**src/rtl/uart_tx.sv**
```systemverilog
// UART transmitter: serialises a parallel word onto tx, one bit per baud_tick,
// with the start bit aligned to the tick grid, optional parity and 1 or 2 stop bits.
module uart_tx #(
    parameter int unsigned DATA_BITS  = 8,
    parameter int unsigned PARITY_EN  = 0,
    parameter int unsigned PARITY_ODD = 0,
    parameter int unsigned STOP_BITS  = 1
) (
    input  logic                 clk,
    input  logic                 rst,
    input  logic                 baud_tick,
    input  logic                 tx_start,
    input  logic [DATA_BITS-1:0] tx_data,
    output logic                 tx,
    output logic                 tx_busy,
    output logic                 tx_done
);

    localparam int unsigned CNT_W = (DATA_BITS > 1) ? $clog2(DATA_BITS) : 1;

    typedef enum logic [2:0] {
        S_IDLE,
        S_WAIT,
        S_START,
        S_DATA,
        S_PARITY,
        S_STOP
    } state_e;

    state_e               state_q, state_d;
    logic [DATA_BITS-1:0] shift_q, shift_d;
    logic                 parity_q, parity_d;
    logic [CNT_W-1:0]     bit_cnt_q, bit_cnt_d;
    logic                 stop_cnt_q, stop_cnt_d;
    logic                 tx_q, tx_d;
    logic                 busy_q, busy_d;
    logic                 done_q, done_d;

    // Next-state and registered-output logic; every transition past IDLE waits for a tick.
    always_comb begin
        state_d    = state_q;
        shift_d    = shift_q;
        parity_d   = parity_q;
        bit_cnt_d  = bit_cnt_q;
        stop_cnt_d = stop_cnt_q;
        tx_d       = tx_q;
        busy_d     = busy_q;
        done_d     = 1'b0;

        case (state_q)
            S_IDLE: begin
                tx_d = 1'b1;
                if (tx_start) begin
                    shift_d  = tx_data;
                    parity_d = (^tx_data) ^ 1'(PARITY_ODD);
                    busy_d   = 1'b1;
                    state_d  = S_WAIT;
                end
            end
            S_WAIT: begin
                if (baud_tick) begin
                    tx_d    = 1'b0;
                    state_d = S_START;
                end
            end
            S_START: begin
                if (baud_tick) begin
                    tx_d      = shift_q[0];
                    bit_cnt_d = '0;
                    state_d   = S_DATA;
                end
            end
            S_DATA: begin
                if (baud_tick) begin
                    if (bit_cnt_q == CNT_W'(DATA_BITS - 1)) begin
                        if (PARITY_EN != 0) begin
                            tx_d    = parity_q;
                            state_d = S_PARITY;
                        end else begin
                            tx_d       = 1'b1;
                            stop_cnt_d = 1'b0;
                            state_d    = S_STOP;
                        end
                    end else begin
                        shift_d   = {1'b0, shift_q[DATA_BITS-1:1]};
                        tx_d      = shift_q[1];
                        bit_cnt_d = bit_cnt_q + CNT_W'(1);
                    end
                end
            end
            S_PARITY: begin
                if (baud_tick) begin
                    tx_d       = 1'b1;
                    stop_cnt_d = 1'b0;
                    state_d    = S_STOP;
                end
            end
            S_STOP: begin
                if (baud_tick) begin
                    if (stop_cnt_q == 1'(STOP_BITS - 1)) begin
                        busy_d  = 1'b0;
                        done_d  = 1'b1;
                        state_d = S_IDLE;
                    end else begin
                        stop_cnt_d = 1'b1;
                    end
                end
            end
            default: begin
                tx_d    = 1'b1;
                busy_d  = 1'b0;
                state_d = S_IDLE;
            end
        endcase
    end

    always_ff @(posedge clk) begin
        if (!rst) begin
            state_q    <= S_IDLE;
            shift_q    <= '0;
            parity_q   <= 1'b0;
            bit_cnt_q  <= '0;
            stop_cnt_q <= 1'b0;
            tx_q       <= 1'b1;
            busy_q     <= 1'b0;
            done_q     <= 1'b0;
        end else begin
            state_q    <= state_d;
            shift_q    <= shift_d;
            parity_q   <= parity_d;
            bit_cnt_q  <= bit_cnt_d;
            stop_cnt_q <= stop_cnt_d;
            tx_q       <= tx_d;
            busy_q     <= busy_d;
            done_q     <= done_d;
        end
    end

    assign tx      = tx_q;
    assign tx_busy = busy_q;
    assign tx_done = done_q;

endmodule

```
**config.mk**
```make
export PLATFORM = sky130hd
export DESIGN_NAME = uart_tx
export DESIGN_NICKNAME = d
export VERILOG_FILES = /design/src/rtl/uart_tx.sv
export SDC_FILE = /design/constraint.sdc
export NUM_CORES = 1
export LEC_CHECK = 0
export ABC_AREA = 1
export BUFFER_PORTS_ARGS = -buffer_cell sky130_fd_sc_hd__buf_2
export CELL_PAD_IN_SITES_DETAIL_PLACEMENT = 1
export CELL_PAD_IN_SITES_GLOBAL_PLACEMENT = 1
export CORE_UTILIZATION = 34
export DETAILED_ROUTE_END_ITERATION = 10
export PLACE_DENSITY_LB_ADDON = 0.2
export SLEW_MARGIN = 15
export SYNTH_ARGS = -nofsm -noshare
export SYNTH_HDL_FRONTEND = slang
export SYNTH_SLANG_ARGS = --single-unit
```
**constraint.sdc**
```tcl
create_clock -name clk -period 1.38 [get_ports clk]
set_input_delay 0.138 -clock clk [delete_from_list [all_inputs] [get_ports clk]]
set_output_delay 0.138 -clock clk [all_outputs]
set_load 0.005 [all_outputs]
```
Yosys cells after proc, flatten, opt, wreduce, memory -nomap -nowiden. Cells that the tools add are included.

$add $sub $neg: 1. $mul: 0. Divide/modulo/power cells: 0. Order comparisons: 0. Shift operators: 0. Eq/ne operators: 15. Bitwise gates (word level): 2. Reduce and logical (&&, ||, !) cells: 12. Multiplexer cells: 33.

Operator list (count): two-way mux 3 bit (11); two-way mux 8 bit (3); != test 2 bit (second input constant) (9); one-hot mux 3 bit (6 select lines) (1); one-hot mux 8 bit (2 select lines) (1); two-way mux 1 bit (13); AND reduction 4 bit (3); AND reduction 5 bit (2); == test 3 bit (second input constant) (3); AND reduction 8 bit (1); == test 3 x 2 -> 1 bit (second input constant) (2); one-hot mux 1 bit (3 select lines) (2); one-hot mux 3 bit (2 select lines) (1); one-hot mux 1 bit (5 select lines) (1); nonzero test 2 bit (2); OR reduction 4 bit (1); adder 3 x 1 -> 3 bit (second input constant) (1); == test 3 x 1 -> 1 bit (second input constant) (1); logical NOT 3 bit (1); AND reduction 3 bit (1); nonzero test 3 bit (1); NOT 1 bit (2).

Output and inout bits: 3. Memories kept: 0. ROM bits: 0. RAM bits: 0. Bits in latches: 0. Logic and storage cells: 70. Register bits: 18.

Depth between registers and ports, before layout. Gate-level depths: netlist of the first run.

Word-level depth: 4. Gate-level depth with buffers: 9. Depth with buffers taken out: 9.

Least setup slack after synthesis of the first run. OpenSTA, ideal clock, no wires.

Path type: reg2reg. Start point: register bit_cnt_q[0]. End point: register state_q[0]. Buffers on the path: 0. Required time: 1265 ps. Data arrival time: 1264 ps. Cell stages (with the launch flop): 10. Path slack: 1 ps. Clock period less this slack: 1379 ps. Setup time: 115 ps. Cell sequence: dfxtp_1 > ha_1 > ha_1 > inv_1 > nand2_1 > nand2_1 > nor2_1 > nand3_1 > nand2_1 > nor2_1.

Cells in the longest elaborated chain, start to end: 3.

RTL lines: start: declaration (RTL line 33) `logic [CNT_W-1:0] bit_cnt_q, bit_cnt_d;`; start signal: assignment (RTL line 131) `bit_cnt_q <= bit_cnt_d;`; == test 3 bit (RTL line 75) `if (bit_cnt_q == CNT_W'(DATA_BITS - 1)) begin`; != test 2 bit (no source line); AND reduction 8 bit (no source line); end signal: assignment (RTL line 128) `state_q <= state_d;`; end: declaration (RTL line 30) `state_e state_q, state_d;`.

Every way passes these cells. A chain may end at the register's enable or synchronous reset.

Worst setup path in the final report of the first run.
Start point: register bit_cnt_q[1]. End point: register state_q[2].

Same word-level chain as after synthesis.

==> impl_results.md, run 1 <==
* DR DRC count at 0
* Share of post-route cells with drive strength above 1 at 36.9%
* Placer congestion estimate at 0.799
* DRT antenna net count at 0
* Tmin final at between 1000 and 1500 ps
* Seq/Total Area, Yosys at between 30% and 40%
* Grt ovf at 0
* Port-buffer cells at 14
* Worst Tran Pin Value at roughly 290 ps
* Mapped Avg Cell Area at 6.56 sq um
* CTS Buffer Depth at 2
* DRT iter0 DRCs at 6
* Worst path cell trace: ha_4 > ha_4 > inv_4 > nand2_4 > nand2_2 > nor2_2 > buf_6 > nand3_2 > nand2_1 > nor2_1
* Clk slew on worst S/H paths at roughly 110 ps
* Initial Util at roughly 36%
* Vias in the first global route at approximately 930
* Critical path fanouts, max at 6
* Vias at 986
* Worst-Skew Late Latency at 310 ps
* Vias/cell at ~5.0
* Distinct cell type count after synthesis at 19
* Ports at 15
* Lkg Pwr at approximately 0.6 nW
* Fmax at about 740 MHz
* Largest net degree at the start of global routing at 14
* Synthesized area at 912 sq um
* Finished Cell Area at between 1000 and 1500 sq um
* Critical path class: register to register
* FILL cells at ~330
* Syn Inst Count at 139
* Mapped Nets at 153
* Worst R2R Setup Slack at 30 ps
* Pwr dens at between 2000 and 2500 nW/um^2
* Relative slew slack at about 81%
* Worst path slowest cell: dfxtp_2
* Placeable Area at 2500 sq um
* Initial antenna violation count at 0
* Die width at ~54 um
* Most common cell after layout, fill and taps aside: nand2_1
* Post-DP HPWL at roughly 1900 um
* H-tree Lvls at 1
* Status: complete, no violations
* GRT Overall Usage at between 20% and 30%
* Antenna cells at 0
* Hold Vio Cnt, Final at 0
* Most frequent cells in the layout: nand2_1 (32), nor2_1 (24), buf_2 (14), buf_4 (14), dfxtp_1 (12)
* Worst hold margin at between 100 and 150 ps
* Yosys Warn Count at 0
* Setup violations, final at 0
* Fin nets at 183
* Critical path's most frequent cell: ha_4
* CP endpoint kind: register
* RSZ-0062 raised after global routing: true
* TritonCTS Sinks at 17
* Total CTS buffers at 3
* WP data required at roughly 1600 ps
* Critical path startpoint category: register
* CP max stage delay at about 370 ps
* Post-placement cell area at about 1100 sq um
* CTS tree: yes
* Tightest Hold Check Type: input port to register
* Die H at approximately 54 um
* Setup Skew at around 14 ps
* Drt first pass iters at 4
* Crit path DAT at 1550 ps
* Routed wire per std cell at 13.6 um
* Area delta synth->final at 36.5%
* Num rows at 18
* Worst VDD drop at roughly 0.0013 V
* Clk root buf: clkbuf_4
* Final WL at roughly 2700 um
* Max Slew Vio Count at 0
* DIE AREA at just under 3000 sq um
* #FFs+latches synth at 17
* Total Power at slightly above 3 mW
* First-pass GRT wire length at 4240 um
* Tcrit/Tclk final at a little over nine tenths
* Max-Cap Viols at 0
[metrics by stage]
| stage | instances | util [%] | setup TNS, ps | setup WS [ps] |
|---|---|---|---|---|
| floorplan | 139 | - | 0 | 0.563 |
| finish | 198 | 49.8 | 0 | 25.2 |
| global placement | 192 | 43.6 | -491 | -65.7 |
| detailed placement | 192 | 43.6 | -987 | -106 |
| CTS | 198 | 47.2 | 0 | 1.50 |
| global route | 198 | 49.8 | -497 | -68.3 |
[logic make-up after synthesis]
kind of cell	synth area share [%]
and+or+nand+nor	43.1
adders and majority gates	2.74
AOI/OAI and AO/OA	9.47
DFF	37.3
buffers and inverters	7.41
[routing by layer]
layer	GRT usage, %	wire (um)	vias up
met5	0	0	-
met4	7.89	35	0
met3	5.93	70	5
met2	34.8	1320	12
met1	25.8	1270	462
li1	-	-	507
[flip-flops by register name, summed over array words and instances (netlist names)]
signal     count
shift_q        8
bit_cnt_q      3
tx             1
state_q        3
tx_busy        1
tx_done        1
[cell type report]
class                   count  area [sq um]  share of cell area (%)
multi-input cells         107           594                    47.7
flip-flops and latches     17           352                    28.2
repair buffers             29           186                    15.0
inverters                  11          47.5                    3.82
well taps                  30          37.5                    3.02
clock buffers               3          22.5                    1.81
clock inverters             1          5.00                   0.402
[path summary, 6_finish.rpt]
kind | to | cells after the start | start
max | state_q[2] | 10 | bit_cnt_q[1]
min | tx_busy | 3 | tx_start
max reg2reg | state_q[2] | 10 | bit_cnt_q[1]
min reg2reg | tx_busy | 2 | tx_busy
[worst max-delay path: cells and delay by family (launching register included)]
family        cells  cell delay (ps)
buf+inv           2              180
fa+ha+maj         2              270
flops             1              370
simple gates      6              420
[synthesized netlist by cell type, drive strengths merged]
master,count,area share (%)
inv,10,4.1
dfxtp,17,37
ha,2,2.7
clkinv,1,0.41
o21ai,6,3.3
nand4,7,4.8
nand3,13,7.1
nor2,29,13
buf,4,2.9
nor3,1,0.55
nand2,39,17
and3,1,0.69
a21oi,9,6.2
[repair_timing]
action	CTS	global route
setup endpoints to repair	14	15
hold buffers	0	0
gates resized for setup	17	19
hold endpoints to repair	0	0
cloned	0	0
buffers inserted	2	0
pin swaps	3	6
[where the power goes]
part           leakage, nW  internal, mW  switching [mW]
clock               0.0177         0.108           0.173
combinational        0.428         0.819            1.04
sequential           0.143         0.707           0.177
total                0.588          1.63            1.39
(Power assumes the default switching activity.)
==> inputs of run 2 (changes only) <==
SETUP_SLACK_MARGIN = 0.05   (was default)
==> run 2 against run 1 <==
Via count grew 0.20%. Power about the same. Critical path type unchanged. Worst hold slack improved by 14 ps.
==> impl_results.md, run 2 (synthesis results as in run 1) <==
* Reg2Reg Launch Point: bit_cnt_q[1] (unchanged)
* Vias at 988 (was 986)
* R2r worst-path depth at 8 (was 10)
* Max Slew Vio Count at 0 (unchanged)
* Critical path startpoint category: register (unchanged)
* Tcrit/Tclk final at 98.5% (was 98.2%)
* Hold path depth at 3 (unchanged)
* Antenna cells at 0 (unchanged)
* Post-DP HPWL at 1840 um (was 1900 um)
* Sequential Area at 352 sq um (unchanged)
* DIE AREA at 2890 sq um (unchanged)
* Setup violations, final at 0 (unchanged)
* Initial antenna violation count at 0 (unchanged)
* Fin nets at 182 (was 183)
* Drt first pass iters at 2 (was 4)
* Critical hold path startpoint: tx_start (unchanged)
* First-pass GRT wire length at 4410 um (was 4240 um)
* Placeable Area at 2500 sq um (unchanged)
* Initial Util at 36.5% (unchanged)
* Hold Path Sink: tx_busy (unchanged)
* Relative slew slack at 82.4% (was 80.9%)
* Status: complete, no violations (unchanged)
* Routed wire per std cell at 13.0 um (was 13.6 um)
* Total CTS buffers at 3 (unchanged)
* DRT antenna net count at 0 (unchanged)
* Largest register FFs at 8 (unchanged)
* Clk root buf: clkbuf_4 (unchanged)
* Worst Tran Pin Value at 264 ps (was 286 ps)
* TritonCTS Sinks at 17 (unchanged)
* Port-buffer cells at 14 (unchanged)
* Pwr dens at 2450 nW/um^2 (was 2430 nW/um^2)
* H-tree Lvls at 1 (unchanged)
* Grt ovf at 0 (unchanged)
* Critical path fanouts, max at 4 (was 6)
* Pre-CTS setup slack at -115 ps (was -106 ps)
* WP data required at 1620 ps (was 1580 ps)
* Most frequent cells in the layout: nand2_1 (32), nor2_1 (19), buf_2 (14) (was nand2_1 (32), nor2_1 (24), buf_2 (14), buf_4 (14), dfxtp_1 (12))
* Fmax at 736 MHz (was 738 MHz)
* Final setup slack of the worst path at 21.2 ps (was 25.2 ps)
* Ports at 15 (unchanged)
* Biggest regs: shift_q: 8 flops, bit_cnt_q: 3 flops, state_q: 3 flops (unchanged)
* Die width at 53.8 um (unchanged)
* Worst VDD drop at 0.00116 V (was 0.00132 V)
* Lkg Pwr at 0.587 nW (was 0.588 nW)
* FILL cells at 339 (was 328)
* Critical path class: register to register (unchanged)
* Area delta synth->final at 35.4% (was 36.5%)
* Hold Vio Cnt, Final at 0 (unchanged)
* Num rows at 18 (unchanged)
* DR DRC count at 0 (unchanged)
* Placer congestion estimate at 0.805 (was 0.799)
* Vias/cell at 5.02 (was 4.98)
* CTS tree: yes (unchanged)
* Share of post-route cells with drive strength above 1 at 38.3% (was 36.9%)
* RR Endpoint: shift_q[7] (was state_q[2])
* Worst-Skew Late Latency at 300 ps (was 310 ps)
* Worst R2R Setup Slack at 20 ps (was 30 ps)
* CTS Hold Buffers Added at 0 (unchanged)
* Total Power at 3.03 mW (about the same)
* Clk slew on worst S/H paths at 110 ps (about the same)
* Largest net degree at the start of global routing at 14 (unchanged)
* Multi-input logic area at 589 sq um (was 594 sq um)
* Most common cell after layout, fill and taps aside: nand2_1 (unchanged)
* RSZ-0062 raised after global routing: true (unchanged)
* Max-Cap Viols at 0 (unchanged)
* Tmin final at 1360 ps (was 1350 ps)
* Crit path DAT at 1600 ps (was 1550 ps)
* CP endpoint kind: register (unchanged)
* CTS Buffer Depth at 2 (unchanged)
* DRT iter0 DRCs at 4 (was 6)
* Final WL at 2560 um (was 2700 um)
* Tightest Hold Check Type: input port to register (unchanged)
* Setup Skew at 2.54 ps (was 13.8 ps)
* GRT Overall Usage at 21.6% (was 21.1%)
* Largest Register: shift_q (unchanged)
* Die H at 53.8 um (unchanged)
* Vias in the first global route at 1000 (was 934)
==> run 2: layout make-up <==
cell class	count	area share [%]
clock inverter	1	0.405
multi-input combinational	107	47.7
tap	30	3.04
sequential	17	28.5
timing repair buffer	28	14.8
clock buffer	3	1.82
inverter	11	3.75
==> run 2: worst max-delay path: stages, from the launching register on <==
cell     delay, ps
dfxtp_2        350
ha_4           160
ha_4           160
inv_4           60
nand2_4         60
a21oi_4        240
buf_6          140
nor2_2          30
nor2_1          90
==> run 2: metrics by stage <==
stage	utilization, %	TNS, ps	cells	instance area, sq um	hold WS, ps
6_report	49.4	0	197	1230	123
5_1_grt	49.4	-290	197	1230	110
4_1_cts	47.3	0	196	1180	116
3_5_place_dp	43.7	-1280	192	1090	442
3_3_place_gp	43.7	-728	192	1090	434
2_1_floorplan	-	0	139	915	259
==> run 2: metal layers <==
layer | vias up | global-route usage [%] | share of wire, %
met5 | - | 0 | 0
met4 | 0 | 7.89 | 1.8
met3 | 7 | 3.67 | 2.1
met2 | 13 | 37.0 | 50
met1 | 461 | 26.8 | 46
li1 | 507 | - | -
==> run 2: worst max-delay path by stage <==
| stage | from | end | slack, ps | cells after the start |
|---|---|---|---|---|
| 5_1_grt | state_q[1] | shift_q[1] | -40 | 7 |
| 3_5_place_dp | state_q[1] | bit_cnt_q[0] | -110 | 7 |
| 4_1_cts | bit_cnt_q[0] | shift_q[3] | 40 | 8 |
| 6_report | bit_cnt_q[1] | shift_q[7] | 20 | 8 |
| 2_1_floorplan | bit_cnt_q[0] | state_q[0] | 60 | 9 |
| 3_3_place_gp | bit_cnt_q[0] | shift_q[3] | -100 | 8 |
==> run 2: repair_timing <==
item,in CTS,in global routing
setup buffers,0,1
setup endpoints to repair,14,14
gates resized for setup,20,16
pin swaps,4,14
==> run 2: report_power, final <==
part	internal, mW	switching (mW)
logic	0.798	1.06
registers	0.708	0.187
clock network	0.108	0.173
